[src/rtl/processor_pkg.sv]
// Shared widths, instruction field positions, opcode and FSM encodings
// for the two-stage processor_core.
package processor_pkg;

   localparam int DATA_W = 16;
   localparam int PC_W   = 8;
   localparam int ADDR_W = 3;
   localparam int IMM_W  = 8;
   localparam int NREG   = 8;

   localparam int OP_HI    = 15;
   localparam int OP_LO    = 12;
   localparam int RD_HI    = 11;
   localparam int RD_LO    = 9;
   localparam int RS_HI    = 8;
   localparam int RS_LO    = 6;
   localparam int RT_HI    = 5;
   localparam int RT_LO    = 3;
   localparam int IMM_HI   = 7;
   localparam int IMM_LO   = 0;
   localparam int MADDR_HI = 2;
   localparam int MADDR_LO = 0;

   localparam logic [1:0] REG_EN_NONE = 2'b00;
   localparam logic [1:0] REG_EN_ALU  = 2'b01;
   localparam logic [1:0] REG_EN_LOAD = 2'b10;

   typedef enum logic [3:0] {
      OP_NOP  = 4'h0,
      OP_ADD  = 4'h1,
      OP_SUB  = 4'h2,
      OP_AND  = 4'h3,
      OP_OR   = 4'h4,
      OP_XOR  = 4'h5,
      OP_LDI  = 4'h6,
      OP_LD   = 4'h7,
      OP_ST   = 4'h8,
      OP_JMP  = 4'h9,
      OP_BEQZ = 4'hA,
      OP_HALT = 4'hF
   } opcode_e;

   typedef enum logic [1:0] {
      ST_RUN   = 2'd0,
      ST_FLUSH = 2'd1,
      ST_HALT  = 2'd2
   } state_e;

   function automatic logic is_alu_op(input opcode_e op);
      return (op == OP_ADD) || (op == OP_SUB) || (op == OP_AND) ||
             (op == OP_OR)  || (op == OP_XOR);
   endfunction

endpackage

[src/rtl/processor_if.sv]
// Fetch and write-back bus between processor_core and its environment.
interface processor_if;
   logic [processor_pkg::DATA_W-1:0] inst_in;
   logic [processor_pkg::PC_W-1:0]   pc;
   logic [processor_pkg::DATA_W-1:0] inst_out;
   logic [processor_pkg::DATA_W-1:0] reg_data;
   logic [1:0]                       reg_en;
   logic [processor_pkg::ADDR_W-1:0] reg_add;
   logic [processor_pkg::DATA_W-1:0] mem_data;
   logic                             mem_en;
   logic [processor_pkg::ADDR_W-1:0] mem_add;

   modport master (
      input  inst_in,
      output pc, inst_out, reg_data, reg_en, reg_add, mem_data, mem_en, mem_add
   );

   modport slave (
      output inst_in,
      input  pc, inst_out, reg_data, reg_en, reg_add, mem_data, mem_en, mem_add
   );
endinterface

[src/rtl/processor_alu.sv]
// Combinational ALU for the register-register opcodes; arithmetic wraps
// modulo 2^16 and produces no flags.
module processor_alu
   import processor_pkg::*;
(
   input  opcode_e           op,
   input  logic [DATA_W-1:0] a,
   input  logic [DATA_W-1:0] b,
   output logic [DATA_W-1:0] y
);

   // Select the operation result for the current opcode.
   always_comb begin
      y = {DATA_W{1'b0}};
      case (op)
         OP_ADD:  y = a + b;
         OP_SUB:  y = a - b;
         OP_AND:  y = a & b;
         OP_OR:   y = a | b;
         OP_XOR:  y = a ^ b;
         default: y = {DATA_W{1'b0}};
      endcase
   end

endmodule

[src/rtl/processor_core.sv]
// Two-stage (fetch / execute) 16-bit processor with internal register file
// and data memory; all outputs registered one cycle after the instruction is captured.
module processor_core
   import processor_pkg::*;
(
   input  logic        clk,
   input  logic        rst_n,
   processor_if.master bus
);

   logic [DATA_W-1:0] ir_r;
   logic [PC_W-1:0]   pc_r;
   state_e            state_r;
   logic [DATA_W-1:0] rf_r   [NREG];
   logic [DATA_W-1:0] dmem_r [NREG];

   logic [DATA_W-1:0] inst_out_r;
   logic [DATA_W-1:0] reg_data_r;
   logic [1:0]        reg_en_r;
   logic [ADDR_W-1:0] reg_add_r;
   logic [DATA_W-1:0] mem_data_r;
   logic              mem_en_r;
   logic [ADDR_W-1:0] mem_add_r;

   opcode_e           op_s;
   logic [ADDR_W-1:0] rd_s, rs_s, rt_s, maddr_s;
   logic [IMM_W-1:0]  imm_s;
   logic [DATA_W-1:0] alu_y_s;

   logic [1:0]        wr_en_s;
   logic [ADDR_W-1:0] wr_add_s;
   logic [DATA_W-1:0] wr_data_s;
   logic              st_en_s;
   logic [ADDR_W-1:0] st_add_s;
   logic [DATA_W-1:0] st_data_s;
   logic              taken_s;
   logic              halt_s;

   assign op_s    = opcode_e'(ir_r[OP_HI:OP_LO]);
   assign rd_s    = ir_r[RD_HI:RD_LO];
   assign rs_s    = ir_r[RS_HI:RS_LO];
   assign rt_s    = ir_r[RT_HI:RT_LO];
   assign imm_s   = ir_r[IMM_HI:IMM_LO];
   assign maddr_s = ir_r[MADDR_HI:MADDR_LO];

   processor_alu u_alu (
      .op (op_s),
      .a  (rf_r[rs_s]),
      .b  (rf_r[rt_s]),
      .y  (alu_y_s)
   );

   // Decode the instruction in EX into write-back, store and control requests.
   always_comb begin
      wr_en_s   = REG_EN_NONE;
      wr_add_s  = {ADDR_W{1'b0}};
      wr_data_s = {DATA_W{1'b0}};
      st_en_s   = 1'b0;
      st_add_s  = {ADDR_W{1'b0}};
      st_data_s = {DATA_W{1'b0}};
      taken_s   = 1'b0;
      halt_s    = 1'b0;
      if (state_r == ST_HALT) begin
         halt_s = 1'b0;
      end else if (is_alu_op(op_s)) begin
         wr_en_s   = REG_EN_ALU;
         wr_add_s  = rd_s;
         wr_data_s = alu_y_s;
      end else begin
         case (op_s)
            OP_LDI: begin
               wr_en_s   = REG_EN_ALU;
               wr_add_s  = rd_s;
               wr_data_s = {{(DATA_W-IMM_W){1'b0}}, imm_s};
            end
            OP_LD: begin
               wr_en_s   = REG_EN_LOAD;
               wr_add_s  = rd_s;
               wr_data_s = dmem_r[maddr_s];
            end
            OP_ST: begin
               st_en_s   = 1'b1;
               st_add_s  = maddr_s;
               st_data_s = rf_r[rd_s];
            end
            OP_JMP:  taken_s = 1'b1;
            OP_BEQZ: taken_s = (rf_r[rd_s] == {DATA_W{1'b0}});
            OP_HALT: halt_s  = 1'b1;
            default: halt_s  = 1'b0;
         endcase
      end
   end

   // Sequencer, architectural state and registered outputs; a taken branch
   // or HALT overwrites the word fetched at the same edge with a NOP.
   always_ff @(posedge clk or negedge rst_n) begin
      if (!rst_n) begin
         pc_r       <= {PC_W{1'b0}};
         ir_r       <= {DATA_W{1'b0}};
         state_r    <= ST_RUN;
         inst_out_r <= {DATA_W{1'b0}};
         reg_data_r <= {DATA_W{1'b0}};
         reg_en_r   <= REG_EN_NONE;
         reg_add_r  <= {ADDR_W{1'b0}};
         mem_data_r <= {DATA_W{1'b0}};
         mem_en_r   <= 1'b0;
         mem_add_r  <= {ADDR_W{1'b0}};
         for (int i = 0; i < NREG; i++) begin
            rf_r[i]   <= {DATA_W{1'b0}};
            dmem_r[i] <= {DATA_W{1'b0}};
         end
      end else begin
         inst_out_r <= (state_r == ST_HALT) ? {DATA_W{1'b0}} : ir_r;
         reg_en_r   <= wr_en_s;
         reg_add_r  <= wr_add_s;
         reg_data_r <= wr_data_s;
         mem_en_r   <= st_en_s;
         mem_add_r  <= st_add_s;
         mem_data_r <= st_data_s;
         if (wr_en_s != REG_EN_NONE) begin
            rf_r[wr_add_s] <= wr_data_s;
         end
         if (st_en_s) begin
            dmem_r[st_add_s] <= st_data_s;
         end
         case (state_r)
            ST_RUN: begin
               if (halt_s) begin
                  ir_r    <= {DATA_W{1'b0}};
                  state_r <= ST_HALT;
               end else if (taken_s) begin
                  pc_r    <= imm_s;
                  ir_r    <= {DATA_W{1'b0}};
                  state_r <= ST_FLUSH;
               end else begin
                  pc_r <= pc_r + 8'd1;
                  ir_r <= bus.inst_in;
               end
            end
            ST_FLUSH: begin
               pc_r    <= pc_r + 8'd1;
               ir_r    <= bus.inst_in;
               state_r <= ST_RUN;
            end
            ST_HALT: begin
               ir_r    <= {DATA_W{1'b0}};
               state_r <= ST_HALT;
            end
            default: begin
               ir_r    <= {DATA_W{1'b0}};
               state_r <= ST_RUN;
            end
         endcase
      end
   end

   assign bus.pc       = pc_r;
   assign bus.inst_out = inst_out_r;
   assign bus.reg_data = reg_data_r;
   assign bus.reg_en   = reg_en_r;
   assign bus.reg_add  = reg_add_r;
   assign bus.mem_data = mem_data_r;
   assign bus.mem_en   = mem_en_r;
   assign bus.mem_add  = mem_add_r;

endmodule

[src/flat_wrapper.sv]
// flat-port wrapper written by rule: the top's interface ports become plain ports
module processor_core_flat import processor_pkg::*;
  (clk, rst_n, bus_inst_in, bus_pc, bus_inst_out, bus_reg_data, bus_reg_en, bus_reg_add, bus_mem_data, bus_mem_en, bus_mem_add);
  processor_if bus_i ();
  input  logic clk;
  input  logic rst_n;
  input wire logic [$bits(bus_i.inst_in)-1:0] bus_inst_in;
  output wire logic [$bits(bus_i.pc)-1:0] bus_pc;
  output wire logic [$bits(bus_i.inst_out)-1:0] bus_inst_out;
  output wire logic [$bits(bus_i.reg_data)-1:0] bus_reg_data;
  output wire logic [$bits(bus_i.reg_en)-1:0] bus_reg_en;
  output wire logic [$bits(bus_i.reg_add)-1:0] bus_reg_add;
  output wire logic [$bits(bus_i.mem_data)-1:0] bus_mem_data;
  output wire logic [$bits(bus_i.mem_en)-1:0] bus_mem_en;
  output wire logic [$bits(bus_i.mem_add)-1:0] bus_mem_add;
  assign bus_i.inst_in = bus_inst_in;
  assign bus_pc = bus_i.pc;
  assign bus_inst_out = bus_i.inst_out;
  assign bus_reg_data = bus_i.reg_data;
  assign bus_reg_en = bus_i.reg_en;
  assign bus_reg_add = bus_i.reg_add;
  assign bus_mem_data = bus_i.mem_data;
  assign bus_mem_en = bus_i.mem_en;
  assign bus_mem_add = bus_i.mem_add;
  processor_core u_core (.clk(clk), .rst_n(rst_n), .bus(bus_i));
endmodule
[config.mk]
export PLATFORM = sky130hd
export DESIGN_NAME = processor_core_flat
export DESIGN_NICKNAME = d
export VERILOG_FILES = /design/src/rtl/processor_pkg.sv /design/src/rtl/processor_if.sv /design/src/rtl/processor_alu.sv /design/src/rtl/processor_core.sv /design/src/flat_wrapper.sv
export SDC_FILE = /design/constraint.sdc
export NUM_CORES = 1
export LEC_CHECK = 0
export BUFFER_PORTS_ARGS = -buffer_cell sky130_fd_sc_hd__buf_4
export CAP_MARGIN = 5
export CORE_UTILIZATION = 35
export CTS_CLUSTER_SIZE = 25
export DETAILED_ROUTE_END_ITERATION = 8
export PLACE_DENSITY_LB_ADDON = 0.2
export SETUP_SLACK_MARGIN = 0.1
export SLEW_MARGIN = 30
export SYNTH_ARGS = -nofsm -noshare
export SYNTH_HDL_FRONTEND = slang
export SYNTH_HIERARCHICAL = 1
export SYNTH_SLANG_ARGS = --single-unit
[constraint.sdc]
create_clock -name clk -period 6.3 [get_ports clk]
set_input_delay 1.575 -clock clk [delete_from_list [all_inputs] [get_ports clk]]
set_output_delay 1.575 -clock clk [all_outputs]
set_load 0.02 [all_outputs]
Yosys cells after proc, flatten, opt, wreduce, memory -nomap -nowiden

Cells that the tools add are included.

Add/subtract/negate cells: 3
$mul: 0
Divide/modulo/power cells: 0
Magnitude comparators: 8
Eq/ne operators: 15
Shifts and indexed selects: 0
Mux-type cells: 53
Bitwise logic cells: 9
Reduce and logical (&&, ||, !) cells: 12

Operators by type and width:

| cell                | number |
|---|---|
| $mux 16             | 18 |
| $bwmux 128          | 2 |
| $bmux 16 s3         | 4 |
| $demux 16 s3        | 2 |
| $pmux 16 s5         | 1 |
| $pmux 16 s2         | 2 |
| $ge 4x4->1 const B  | 6 |
| $not 3->4           | 6 |
| $mux 3              | 6 |
| $add 16x16->16      | 1 |
| $and 16x16->16      | 1 |
| $eq 4x3->1 const B  | 4 |
| $eq 4x4->1 const B  | 4 |
| $logic_not 16->1    | 1 |
| $mux 8              | 2 |
| $or 16x16->16       | 1 |
| $pmux 8 s2          | 1 |
| $sub 16x16->16      | 1 |
| $xor 16x16->16      | 1 |
| $add 8x1->8 const B | 1 |
| $eq 4x2->1 const B  | 2 |
| $lt 4x1->1 const B  | 2 |
| $mux 1              | 8 |
| $mux 2              | 4 |
| 13 further kinds    | 19 |

Register bits: 339
Bits in latches: 0
RAM bits: 0
Memory bits (read-only): 0
Word-level logic and storage cells: 126
Memories kept: 0

Longest topological paths before layout

Depth after elaboration: 13
Mapped depth: 21

Hierarchy

Netlist, hierarchy kept.

Modules (own cells, without submodules):

| module         | instances | cells each | area each (sq um) | sequential area each (sq um) |
|---|---|---|---|---|
| processor_core | 1         | 1,211      | 16,398.2          | 8,483.1 |
| processor_alu  | 1         | 246        | 1,839.3           | 0.0 |

Worst setup path before layout

OpenSTA, ideal clock, no wires.

Path kind: register -> register
From: reg u_core.ir_r[3]
To: reg u_core/rf_r[29] (netlist bit)
Setup time: 0.125 ns
Arrival time: 4.926 ns
Required time: 6.175 ns
Setup slack: 1.249 ns
Stages on the path, launching flop included: 21
Buffers on the path: 2
Cell sequence: dfrtp_1 -> clkbuf_1 -> buf_1 -> mux4_2 -> mux2_2 -> nor3_1 -> nand2_1 -> nor3_1 -> nor2_1 -> xnor2_1 -> ha_1 -> nand2_1 -> nor2_1 -> o31a_1 -> a211o_1 -> a31oi_1 -> xor2_1 -> o21ai_1 -> a22oi_1 -> nor2_1 -> mux2_2

Word-level cells in the longest chain between the ends: 9

Ends and longest elaborated chain:

| what                                           | RTL line              | source |
|---|---|---|
| start: declaration                             | processor_core.sv:11  | `logic [DATA_W-1:0] ir_r;` |
| start signal: assignment                       | processor_core.sv:99  | `ir_r <= {DATA_W{1'b0}};` |
| start signal: assignment                       | processor_core.sv:129 | `ir_r <= {DATA_W{1'b0}};` |
| start signal: assignment                       | processor_core.sv:133 | `ir_r <= {DATA_W{1'b0}};` |
| $not 3->4 (implied by the code) (*)            | processor_core.sv:49  | `.b (rf_r[rt_s]),` |
| $bmux 16 s3 (*)                                | processor_core.sv:49  |  |
| $mux 16 (implied by the code) (*) (2 in a row) | processor_core.sv:49  |  |
| $sub 16x16->16 (tied with other cells)         | processor_alu.sv:17   | `OP_SUB: y = a - b;` |
| $pmux 16 s5 (*)                                | processor_alu.sv:15   | `case (op)` |
| named net u_core.alu_y_s[13]                   | processor_core.sv:28  | `logic [DATA_W-1:0] alu_y_s;` |
| $mux 16 (*)                                    | processor_core.sv:65  | `end else if (is_alu_op(op_s)) begin` |
| $mux 16 (*)                                    | processor_core.sv:63  | `if (state_r == ST_HALT) begin` |
| named net u_core.wr_data_s[13]                 | processor_core.sv:32  | `logic [DATA_W-1:0] wr_data_s;` |
| $bwmux 128 (*)                                 | processor_core.sv:121 | `rf_r[wr_add_s] <= wr_data_s;` |
| end signal: indexed assignment                 | processor_core.sv:109 | `rf_r[i] <= {DATA_W{1'b0}};` |
| end signal: indexed assignment                 | processor_core.sv:121 |  |
| end: declaration                               | processor_core.sv:14  | `logic [DATA_W-1:0] rf_r [NREG];` |

The timed path passes the listed nets; every way through them passes the cells marked *. The select of a mux whose other input is x is not followed.
A chain may end at the register's enable or synchronous reset.

Worst setup path after layout

From: reg u_core.ir_r[3]
To: reg u_core/rf_r[92] (netlist bit)

The elaborated chain is that of the path after synthesis.

==> qor.txt <==
==================================================================================
Number of maximum-capacitance constraint violations                              0
Slew @ Worst Pin                                                         0.9854 ns
Destination of the critical timing path                               u_core/rf_r[92]$_DFFE_PN0P_
Result of the run                                                        completed
Initial core utilization                                                    0.3548
Finished Core Util                                                          0.4084
Die height                                                                230.3 µm
Fraction of synthesized cell area taken by the top area cell type           0.4651
Antenna fix cells                                                                0
Non-filler cells in the finished layout                                       2236
Asr flop ratio synth                                                         1.000
First-pass DRT Iterations                                                        5
Antenna violations before repair                                                 1
Static leakage power                                                   0.009440 µW
Worst setup skew after layout                                           0.01357 ns
Worst r2r src                                                         u_core/ir_r[3]$_DFF_PN0_
Hold bufs inserted after CTS                                                     0
Ratio of total power to cell area                                     548.5 nW/µm²
Max Slew Vio Count                                                               0
Final estimated routing congestion in global placement                      0.8765
Count of cells along the worst hold path                                         2
Worst R2R Path Depth                                                            16
Critical Setup Path Class                                               reg -> reg
Total negative slack                                                          0 ns
Drt first-iter violations                                                      941
Share of final-layout standard cells stronger than drive strength 1         0.3657
Total via count after detailed routing                                       12380
HPWL reported at the end of detailed placement                            34.69 mm
Top-count cell post-synth                                             sky130_fd_sc_hd__dfrtp_1
TritonCTS clock tree                                                           yes
Routed wire length per instance                                           23.20 µm
Final setup fails                                                                0
Cell Rows                                                                       83
Clk Latency, worst-skew pair                                               0.58 ns
Type of the worst min-delay path                                        reg -> reg
Share of synthesized area occupied by flip-flops and latches                0.4651
Total routed wirelength                                                   51.87 mm
Area of the die                                                          53020 µm²
Final routed DRC violation total                                                 0
Synthesis-stage register bit count                                             339
Top flip-flop cell by instance count after synthesis                  sky130_fd_sc_hd__dfrtp_1
Endpoints failing hold                                                           0
Number of clock buffers inserted by TritonCTS                                   40
GRT Residual Overflow                                                            0
Mapped Avg Cell Area                                                     12.52 µm²
Root Buffer                                                           sky130_fd_sc_hd__clkbuf_16
Total Routing Usage GR                                                      0.2006
Net total in the final layout                                                 1592
Cells resized by post-CTS repair                                                 0
Clock period minus final worst setup slack                                5.538 ns
Fin crit share                                                              0.8790
Count of input and output buffers                                               82
VDD IR-drop max                                                           412.0 µV
Leading post-synthesis cells by cell area                             sky130_fd_sc_hd__dfrtp_1 (47%), sky130_fd_sc_hd__mux4_2 (16%), sky130_fd_sc_hd__mux2_2 (12%), sky130_fd_sc_hd__ha_1 (3.4%), sky130_fd_sc_hd__nand2_1 (2.4%)
Number of synthesized flops with an enable pin                                   0
X dimension of the die                                                    230.3 µm
Layout-stage area growth over the synthesis result                          15.12%
Type of element launching the critical path                               register
Post-DRT Antenna Nets                                                            0
Setup repair after global routing missed its margin                             no
Required time worst endpoint                                               6.82 ns
Post-CTS repair timing setup buffer count                                        0
Clock-pin slew on the worst setup and hold paths                           0.06 ns
First-pass GRT wire length                                                80.72 mm
Synth area leader                                                     sky130_fd_sc_hd__dfrtp_1
Crit Path Max Fanout                                                            22
Register-to-register setup slack                                           0.76 ns
Terminus of the critical flop-to-flop path                            u_core/rf_r[92]$_DFFE_PN0P_
IO Count                                                                        83
Normalized max-slew margin                                                  0.3431
Top post-synthesis cells by count                                     sky130_fd_sc_hd__dfrtp_1 (339), sky130_fd_sc_hd__mux2_2 (190), sky130_fd_sc_hd__mux4_2 (126)
Max Clock Freq                                                          0.1806 GHz
Gate Count Post-Synth                                                         1457
Placed cell count                                                             2161
Clock Sink Count                                                               339
Core region area                                                         51410 µm²
Via count of the first global-routing pass                                   12830
Synthesized cell area                                                    18240 µm²
Crit. End Element                                                         register
Largest net degree at the start of global routing                              111
CTS H-tree lvls                                                                  2
Yosys warning count                                                              6
Arrival time of the worst setup path                                       6.05 ns
Average vias per placed instance                                             5.535
Start point of the critical path                                      u_core/ir_r[3]$_DFF_PN0_
Synth Net Count                                                               1525
Maximum buffer depth of the clock tree                                           3
Library cells used by synthesis                                                 71
==================================================================================
state kept, by name, indices dropped and copies added (netlist names), 3 cells and up:
name                 flops
u_core/bus.inst_out     16
u_core/rf_r            128
u_core/ir_r             16
u_core/bus.reg_add       3
u_core/bus.reg_data     16
u_core/dmem_r          128
u_core/bus.mem_add       3
u_core/bus.mem_data     16
u_core/bus.pc            8
worst max-delay path, cell delays in order, from the launching register on:
cell and delay (ns):
sky130_fd_sc_hd__dfrtp_2 0.86, sky130_fd_sc_hd__buf_4 0.42, sky130_fd_sc_hd__mux4_2 0.55, sky130_fd_sc_hd__mux2_2 0.31, sky130_fd_sc_hd__nor3_1 0.54, sky130_fd_sc_hd__nor2_1 0.12, sky130_fd_sc_hd__xnor2_1 0.16, sky130_fd_sc_hd__ha_1 0.33
sky130_fd_sc_hd__a211o_1 0.29, sky130_fd_sc_hd__o32ai_2 0.31, sky130_fd_sc_hd__o21ai_2 0.15, sky130_fd_sc_hd__o31ai_2 0.22, sky130_fd_sc_hd__xor2_1 0.10, sky130_fd_sc_hd__o221ai_1 0.21, sky130_fd_sc_hd__a22oi_1 0.14, sky130_fd_sc_hd__nor2_1 0.49
sky130_fd_sc_hd__mux2_2 0.27
cell type report:
type	instances	area [µm²]
Tap cell	680	850.8
Clock inverter	13	108.9
Clock buffer	61	1201
Inverter	56	210.2
Fill cell	4829	30410
Sequential cell	339	8498
Multi-Input combinational cell	966	9165
Timing Repair Buffer	121	960.9
per-stage QoR:
| step | hold WS [ns] | setup slack [ns] | area, µm² | total power, µW |
|---|---|---|---|---|
| floorplan | 0.4446 | 1.249 | 18240 | 7547 |
| global placement | 0.4573 | 0.9628 | 19630 | 9134 |
| detailed placement | 0.4670 | 0.8262 | 19650 | 9190 |
| CTS | 0.4822 | 0.7619 | 20960 | 11580 |
| global route | 0.5040 | 0.3953 | 21000 | 12310 |
| finish | 0.4770 | 0.7623 | 21000 | 11520 |
how the worst min path moves through the flow:
stage / from / endpoint / slack, ns
floorplan: u_core/dmem_r[87]$_DFFE_PN0P_ / u_core/dmem_r[87]$_DFFE_PN0P_ / 0.44
global placement: u_core/dmem_r[63]$_DFFE_PN0P_ / u_core/dmem_r[63]$_DFFE_PN0P_ / 0.46
detailed placement: u_core/dmem_r[117]$_DFFE_PN0P_ / u_core/dmem_r[117]$_DFFE_PN0P_ / 0.47
CTS: u_core/dmem_r[9]$_DFFE_PN0P_ / u_core/dmem_r[9]$_DFFE_PN0P_ / 0.48
global route: u_core/dmem_r[71]$_DFFE_PN0P_ / u_core/dmem_r[71]$_DFFE_PN0P_ / 0.50
finish: u_core/dmem_r[9]$_DFFE_PN0P_ / u_core/dmem_r[9]$_DFFE_PN0P_ / 0.48
metal layers:
layer  global-route usage  vias to the layer above  routed length, µm
met5                    0                        -                  0
met4              0.06933                        0               1467
met3              0.03410                       87               3123
met2               0.3094                      386              23680
met1               0.2843                     6399              23600
li1                     -                     5505                  -
cell usage in the layout, fill, tap and decap left out, types with 6 or more instances in the layout:
| cell | n |
|---|---|
| sky130_fd_sc_hd__inv_1 | 37 |
| sky130_fd_sc_hd__mux4_2 | 126 |
| sky130_fd_sc_hd__and2_1 | 25 |
| sky130_fd_sc_hd__nand3_1 | 10 |
| sky130_fd_sc_hd__ha_1 | 49 |
| sky130_fd_sc_hd__o211ai_1 | 6 |
| sky130_fd_sc_hd__and3_1 | 19 |
| sky130_fd_sc_hd__nand2b_1 | 12 |
| sky130_fd_sc_hd__nor2b_1 | 7 |
| sky130_fd_sc_hd__clkbuf_8 | 10 |
| sky130_fd_sc_hd__nand2_1 | 116 |
| sky130_fd_sc_hd__clkbuf_16 | 41 |
| sky130_fd_sc_hd__nor3_1 | 13 |
| sky130_fd_sc_hd__xnor2_1 | 20 |
| sky130_fd_sc_hd__o21ai_0 | 67 |
| sky130_fd_sc_hd__mux2_2 | 190 |
| sky130_fd_sc_hd__nor2_1 | 81 |
| sky130_fd_sc_hd__a31oi_1 | 6 |
| sky130_fd_sc_hd__xor2_1 | 6 |
| sky130_fd_sc_hd__a21oi_1 | 47 |
| sky130_fd_sc_hd__dfrtp_2 | 6 |
| sky130_fd_sc_hd__buf_4 | 117 |
| sky130_fd_sc_hd__clkinv_2 | 7 |
| sky130_fd_sc_hd__a222oi_1 | 8 |
| sky130_fd_sc_hd__mux2_1 | 6 |
| sky130_fd_sc_hd__inv_2 | 19 |
| sky130_fd_sc_hd__dfrtp_1 | 331 |
| sky130_fd_sc_hd__o22ai_1 | 6 |
| sky130_fd_sc_hd__or2_2 | 8 |
| sky130_fd_sc_hd__a22oi_1 | 18 |
| sky130_fd_sc_hd__clkbuf_1 | 10 |
| sky130_fd_sc_hd__o21ai_1 | 23 |
| sky130_fd_sc_hd__mux2i_1 | 10 |
power by group:
| part | switching [µW] | total, µW | internal [µW] |
|---|---|---|---|
| clock | 977 | 2310 | 1330 |
| sequential | 686 | 3390 | 2700 |
| combinational | 3140 | 5820 | 2680 |
| total | 4800 | 11500 | 6710 |
kinds of logic after synthesis:
kind of cell / after synthesis / share of synthesized area
AOI/OAI and AO/OA: 230 / 0.08137
xor gates and xnor gates: 26 / 0.01249
adders and majority gates: 50 / 0.03471
buffers and inverters: 152 / 0.03492
DFF: 339 / 0.4651
muxes: 340 / 0.2894
and+or+nand+nor: 320 / 0.08198
(Power assumes the default switching activity.)
